File: config.mk
export PLATFORM = sky130hd
export DESIGN_NAME = mem_port_arbiter
export DESIGN_NICKNAME = d
export VERILOG_FILES = /design/src/rtl/synth_pkg.sv /design/src/rtl/arb_age_prio.sv /design/src/rtl/mem_port_arbiter.sv
export SDC_FILE = /design/constraint.sdc
export NUM_CORES = 1
export LEC_CHECK = 0
export CORE_MARGIN = 4
export CORE_UTILIZATION = 42
export CTS_CLUSTER_SIZE = 30
export DETAILED_ROUTE_END_ITERATION = 10
export GPL_ROUTABILITY_DRIVEN = 0
export HOLD_SLACK_MARGIN = 0.15
export PLACE_DENSITY = 0.81
export SETUP_SLACK_MARGIN = 0.3
export SLEW_MARGIN = 0
export SYNTH_ARGS = -nofsm -noshare
export SYNTH_HDL_FRONTEND = slang
export SYNTH_SLANG_ARGS = --single-unit
File: constraint.sdc
create_clock -name clk_io -period 4.3 [get_ports clk_io]
set_input_delay 1.29 -clock clk_io [delete_from_list [all_inputs] [get_ports clk_io]]
set_output_delay 1.29 -clock clk_io [all_outputs]
set_load 0.05 [all_outputs]
File: src/rtl/synth_pkg.sv
// synth_pkg: requester indices, arbiter state encoding and default bus widths
package synth_pkg;
  localparam int REQ_FETCH = 0;
  localparam int REQ_DATA = 1;
  localparam int REQ_CFG = 2;
  localparam int ADDR_W_DEF = 10;
  localparam int DATA_W_DEF = 16;
  typedef enum logic [1:0] {IDLE, ISSUE, WAIT, RETURN} state_t;
  function automatic logic [2:0] onehot3(input logic [1:0] i);
    return 3'b001 << i;
  endfunction
endpackage

File: src/rtl/arb_age_prio.sv
// arb_age_prio: fixed-priority winner select (data > fetch > cfg) with aging promotion
module arb_age_prio
  import synth_pkg::*;
#(
  parameter int AGE_LIMIT = 15
) (
  input  logic       clk,
  input  logic       rst,
  input  logic [2:0] req,
  input  logic [2:0] gnt,
  output logic [1:0] win,
  output logic       win_valid
);
  logic [7:0] age [3];
  logic [2:0] aged;
  for (genvar i = 0; i < 3; i++) begin : g_age
    assign aged[i] = req[i] && age[i] == 8'(AGE_LIMIT);
    always_ff @(posedge clk)
      age[i] <= rst || gnt[i] || !req[i] ? 8'd0 : aged[i] ? age[i] : age[i] + 8'd1;
  end
  // An aged requester pre-empts the fixed order; ties go to the lowest index.
  always_comb begin
    win = aged[REQ_FETCH] ? 2'(REQ_FETCH) : aged[REQ_DATA] ? 2'(REQ_DATA) :
          aged[REQ_CFG] ? 2'(REQ_CFG) : req[REQ_DATA] ? 2'(REQ_DATA) :
          req[REQ_FETCH] ? 2'(REQ_FETCH) : 2'(REQ_CFG);
    win_valid = |req;
  end
endmodule

File: src/rtl/mem_port_arbiter.sv
// mem_port_arbiter: shares one memory port between fetch, data and config requesters,
// one access outstanding at a time, read data returned to the owning requester.
module mem_port_arbiter
  import synth_pkg::*;
#(
  parameter int ADDR_W     = ADDR_W_DEF,
  parameter int DATA_W     = DATA_W_DEF,
  parameter int RD_LATENCY = 1,
  parameter int AGE_LIMIT  = 15
) (
  input  logic                clk_io,
  input  logic                reset_io,
  input  logic [2:0]          req,
  input  logic [2:0]          we,
  input  logic [3*ADDR_W-1:0] addr,
  input  logic [3*DATA_W-1:0] wdata,
  output logic [2:0]          gnt,
  output logic [2:0]          rvalid,
  output logic [DATA_W-1:0]   rdata,
  output logic                mem_en,
  output logic                mem_we,
  output logic [ADDR_W-1:0]   mem_addr,
  output logic [DATA_W-1:0]   mem_wdata,
  input  logic [DATA_W-1:0]   mem_rdata,
  output logic                busy
);
  state_t state, state_n;
  logic [1:0] owner, win;
  logic win_valid, owner_we;
  logic [2:0] lat;
  arb_age_prio #(.AGE_LIMIT(AGE_LIMIT)) u_arb (
    .clk(clk_io),
    .rst(reset_io),
    .req(req),
    .gnt(gnt),
    .win(win),
    .win_valid(win_valid)
  );
  // Grants happen only when the port is free: IDLE, or RETURN overlapping the next grant.
  always_comb begin
    gnt = !reset_io && win_valid && (state == IDLE || state == RETURN) ? onehot3(win) : 3'b000;
    state_n = state == ISSUE ? (owner_we ? IDLE : WAIT) :
              state == WAIT ? (lat == 3'd1 ? RETURN : WAIT) :
              |gnt ? ISSUE : IDLE;
    mem_en = state == ISSUE;
    mem_we = mem_en && owner_we;
    rvalid = state == RETURN ? onehot3(owner) : 3'b000;
    busy = state != IDLE;
  end
  always_ff @(posedge clk_io)
    state <= reset_io ? IDLE : state_n;
  always_ff @(posedge clk_io) begin
    if (reset_io) begin
      owner <= '0;
      owner_we <= 1'b0;
      mem_addr <= '0;
      mem_wdata <= '0;
      lat <= '0;
      rdata <= '0;
    end else begin
      if (|gnt) begin
        owner <= win;
        owner_we <= we[win];
        mem_addr <= addr[win*ADDR_W +: ADDR_W];
        mem_wdata <= wdata[win*DATA_W +: DATA_W];
      end
      if (state == ISSUE) lat <= 3'(RD_LATENCY);
      else if (state == WAIT) lat <= lat - 3'd1;
      if (state == WAIT && lat == 3'd1) rdata <= mem_rdata;
    end
  end
endmodule

==> run metrics <==
routed len/inst=15.36 µm; number of buffers between clock root and the deepest sink=2; Worst path slowest cell=or4b_4; wirelength, routed=10150 µm; number of buffers created by CTS=9; power per cell area=555.5 mW/mm²; number of maximum-capacitance constraint violations=0; die area=0.009467 mm²; period utilisation layout=0.9189; Peak VDD IR=0.2864 mV; critical path cell sequence=buf_6 -> or4b_4 -> or3_4 -> o211a_1 -> and3_4 -> buf_8; part of the Yosys area used for sequential elements=0.4423; Final Hold Vio Count=0; start of the worst register-to-register path=u_arb.age[0][5]; clk root buf=clkbuf_8; DRC marker count from the first detailed-route iteration=119; layout cell share with drive strength beyond 1=0.08408; met3 Usage GRT=0.05456; Layout area overhead=57.90%; Vias per Instance=5.245; Most Used Layer, Global Route=met2; final antenna-violating net count=0; row count=32; required time reported for the critical path endpoint=3.01 ns; max frequency=253.1 MHz; endpoint of the lowest-slack register-to-register path=u_arb.age[0][18]; antenna violations before repair=0; global routing usage summed across all routing layers=0.2085; total iterations of the first detailed-routing run=5; cell depth of the worst min-delay path=2; worst hold path class=reg -> reg; setup repair after global routing missed its margin=false; clock network latency to the later pin of the worst-skew pair=0.34 ns; number of placed instances with taps included=644; most used flip-flop cell after synthesis=dfxtp_1; r2r worst-path depth=7; I/O pin total=153; die extent in y=97.30 µm; result of the run=finished clean; global-route wire length before repair=16200 µm; vias=3467; flop-to-flop setup slack=1.99 ns; Setup crit end kind=output pin; clock tree from TritonCTS=done; fillers=633; maximum number of pins on one net before global-route repair=52; Nets=665; number of flops mapped to enable cells by yosys=0; critical path data arrival time=2.66 ns; Syn Nets=513; DP Wirelength=7376 µm; syn avg cell area=8.332 µm²; met2 demand-to-capacity share in global routing=0.3954; Setup TNS=0 ns; unique cell type count in the Yosys netlist=39; Floorplan Core Area=0.007727 mm²; number of warnings printed during yosys synthesis=0; leakage power summed over all cells=1.968 nW; slew of the pin with the lowest slew margin=1.056 ns; total power after layout=2.938 mW; Buffers on Ports=152; CTS clk-pin slew, worst paths=0.07 ns; met1 global-route usage=0.2144; residual DRC count=0; die boundary width=97.30 µm; total of hold buffers inserted after clock tree synthesis=0; post-route insts no fill=661; vias in the first global route=3555; flops & latches, synth=74; highest net fanout along the worst path=3; Max-Slew Margin vs Limit=0.2933; Initial Utilization=0.4335; time the final worst path needs with I/O delays and setup=3.951 ns; residual overflow from global routing=0; cells after synthesis=402; critical path type=in -> out; clock skew=0.01027 ns; number of diodes=0; Max stage delay on crit path=0.46 ns; Async SR Flop Fraction=0; pins over their slew limit=0; H-tree depth=3; worst min-delay path endpoint=rdata[9]; Worst Min Path Start=rdata[9]; Worst Setup Start Kind=input pin; number of failing setup endpoints in the final timing report=0; synthesized area=0.003349 mm²; # clock sinks=74
sequential cells by signal, indices dropped and copies added, names as in the netlist:
register,flops
u_arb.age,24
mem_wdata,16
rdata,16
mem_addr,10
lat,3
owner,2
state,2
owner_we,1
routing by layer:
layer	wire length, µm	share of wire	up-vias
li1	-	-	1733
met1	3884	0.38	1585
met2	5268	0.52	128
met3	690	0.068	21
met4	311	0.031	0
met5	0	0	-
layout make-up:
cell class | instances | area (µm²) | share of cell area
clock inverters | 4 | 73.82 | 0.01396
multi-input cells | 295 | 1774 | 0.3355
repair buffers | 166 | 1647 | 0.3113
clock buffers | 12 | 155.1 | 0.02934
well taps | 102 | 127.6 | 0.02413
inverters | 8 | 30.03 | 0.005678
flip-flops and latches | 74 | 1481 | 0.2801
logic make-up (layout without fill, tap and decap cells):
family	Yosys count	after routing	share of synthesized area
AND/OR/NAND/NOR	152	152	0.2051
AO/OA/AOI/OAI	118	118	0.2275
flip-flops	74	74	0.4423
buffers and inverters	33	190	0.04894
XOR/XNOR	14	14	0.03661
adder cells (fa/ha/maj)	9	9	0.03362
multiplexers	2	2	0.005977
worst max-delay path: cells and delay by family:
kind            cells  cell delay [ns]
compound gates      1             0.15
buf+inv             2             0.21
simple gates        3             0.99
Yosys cell counts (all sizes together) (3+ instances only):
library cell	count	share of area
ha	9	0.034
clkbuf	14	0.016
xor2	10	0.026
nand4	3	0.0075
nor3	10	0.015
xnor2	4	0.010
inv	8	0.0090
dfxtp	74	0.44
buf	11	0.024
a211oi	31	0.069
a22oi	27	0.061
nand3	8	0.012
nor2	61	0.068
nand2	47	0.053
a21oi	50	0.075
and3	8	0.015
placed cells by master (no fill, tap or decap), types with 3 or more instances in the layout:
cell | synthesis | final
and3_1 | 8 | 5
a211oi_1 | 31 | 30
and3_4 | 0 | 3
clkbuf_8 | 0 | 11
a22oi_1 | 27 | 27
a21oi_1 | 50 | 49
clkdlybuf4s50_1 | 0 | 146
dfxtp_1 | 74 | 74
nor3_1 | 10 | 9
nand2_1 | 47 | 47
inv_1 | 8 | 8
ha_1 | 9 | 9
buf_4 | 1 | 14
xor2_1 | 10 | 10
xnor2_1 | 4 | 4
nor2_1 | 61 | 61
nand3_1 | 8 | 8
where the power goes:
| part | switching (mW) | internal (mW) | total (mW) |
|---|---|---|---|
| Clock | 0.250 | 0.359 | 0.609 |
| Combinational | 0.904 | 0.507 | 1.41 |
| Sequential | 0.0846 | 0.833 | 0.918 |
metrics by stage:
| stage | setup slack, ns | utilization | hold WS [ns] | area, µm² |
|---|---|---|---|---|
| 4_1_cts | 0.2797 | 0.6815 | 0.4568 | 5266 |
| 6_report | 0.3486 | 0.6844 | 0.4567 | 5289 |
| 3_3_place_gp | -0.1078 | 0.6490 | 0.4416 | 5015 |
| 5_1_grt | 0.3057 | 0.6844 | 0.4796 | 5289 |
| 3_5_place_dp | -0.1327 | 0.6490 | 0.4466 | 5015 |
| 2_1_floorplan | 0.1902 | - | 0.4539 | 3373 |
what timing repair did:
item                       CTS  global route
setup endpoints to repair    3             3
setup buffers                1             0
pin swaps                    1             1
resized for setup            9             3
worst max-delay path by stage:
stage	start	to	cells after the start
global placement	req[0]	gnt[1]	6
global route	req[2]	gnt[2]	5
CTS	req[0]	gnt[1]	6
detailed placement	req[0]	gnt[1]	6
finish	req[0]	gnt[1]	6
floorplan	req[0]	gnt[1]	7
No activity file was read; power rests on OpenSTA's default activity.
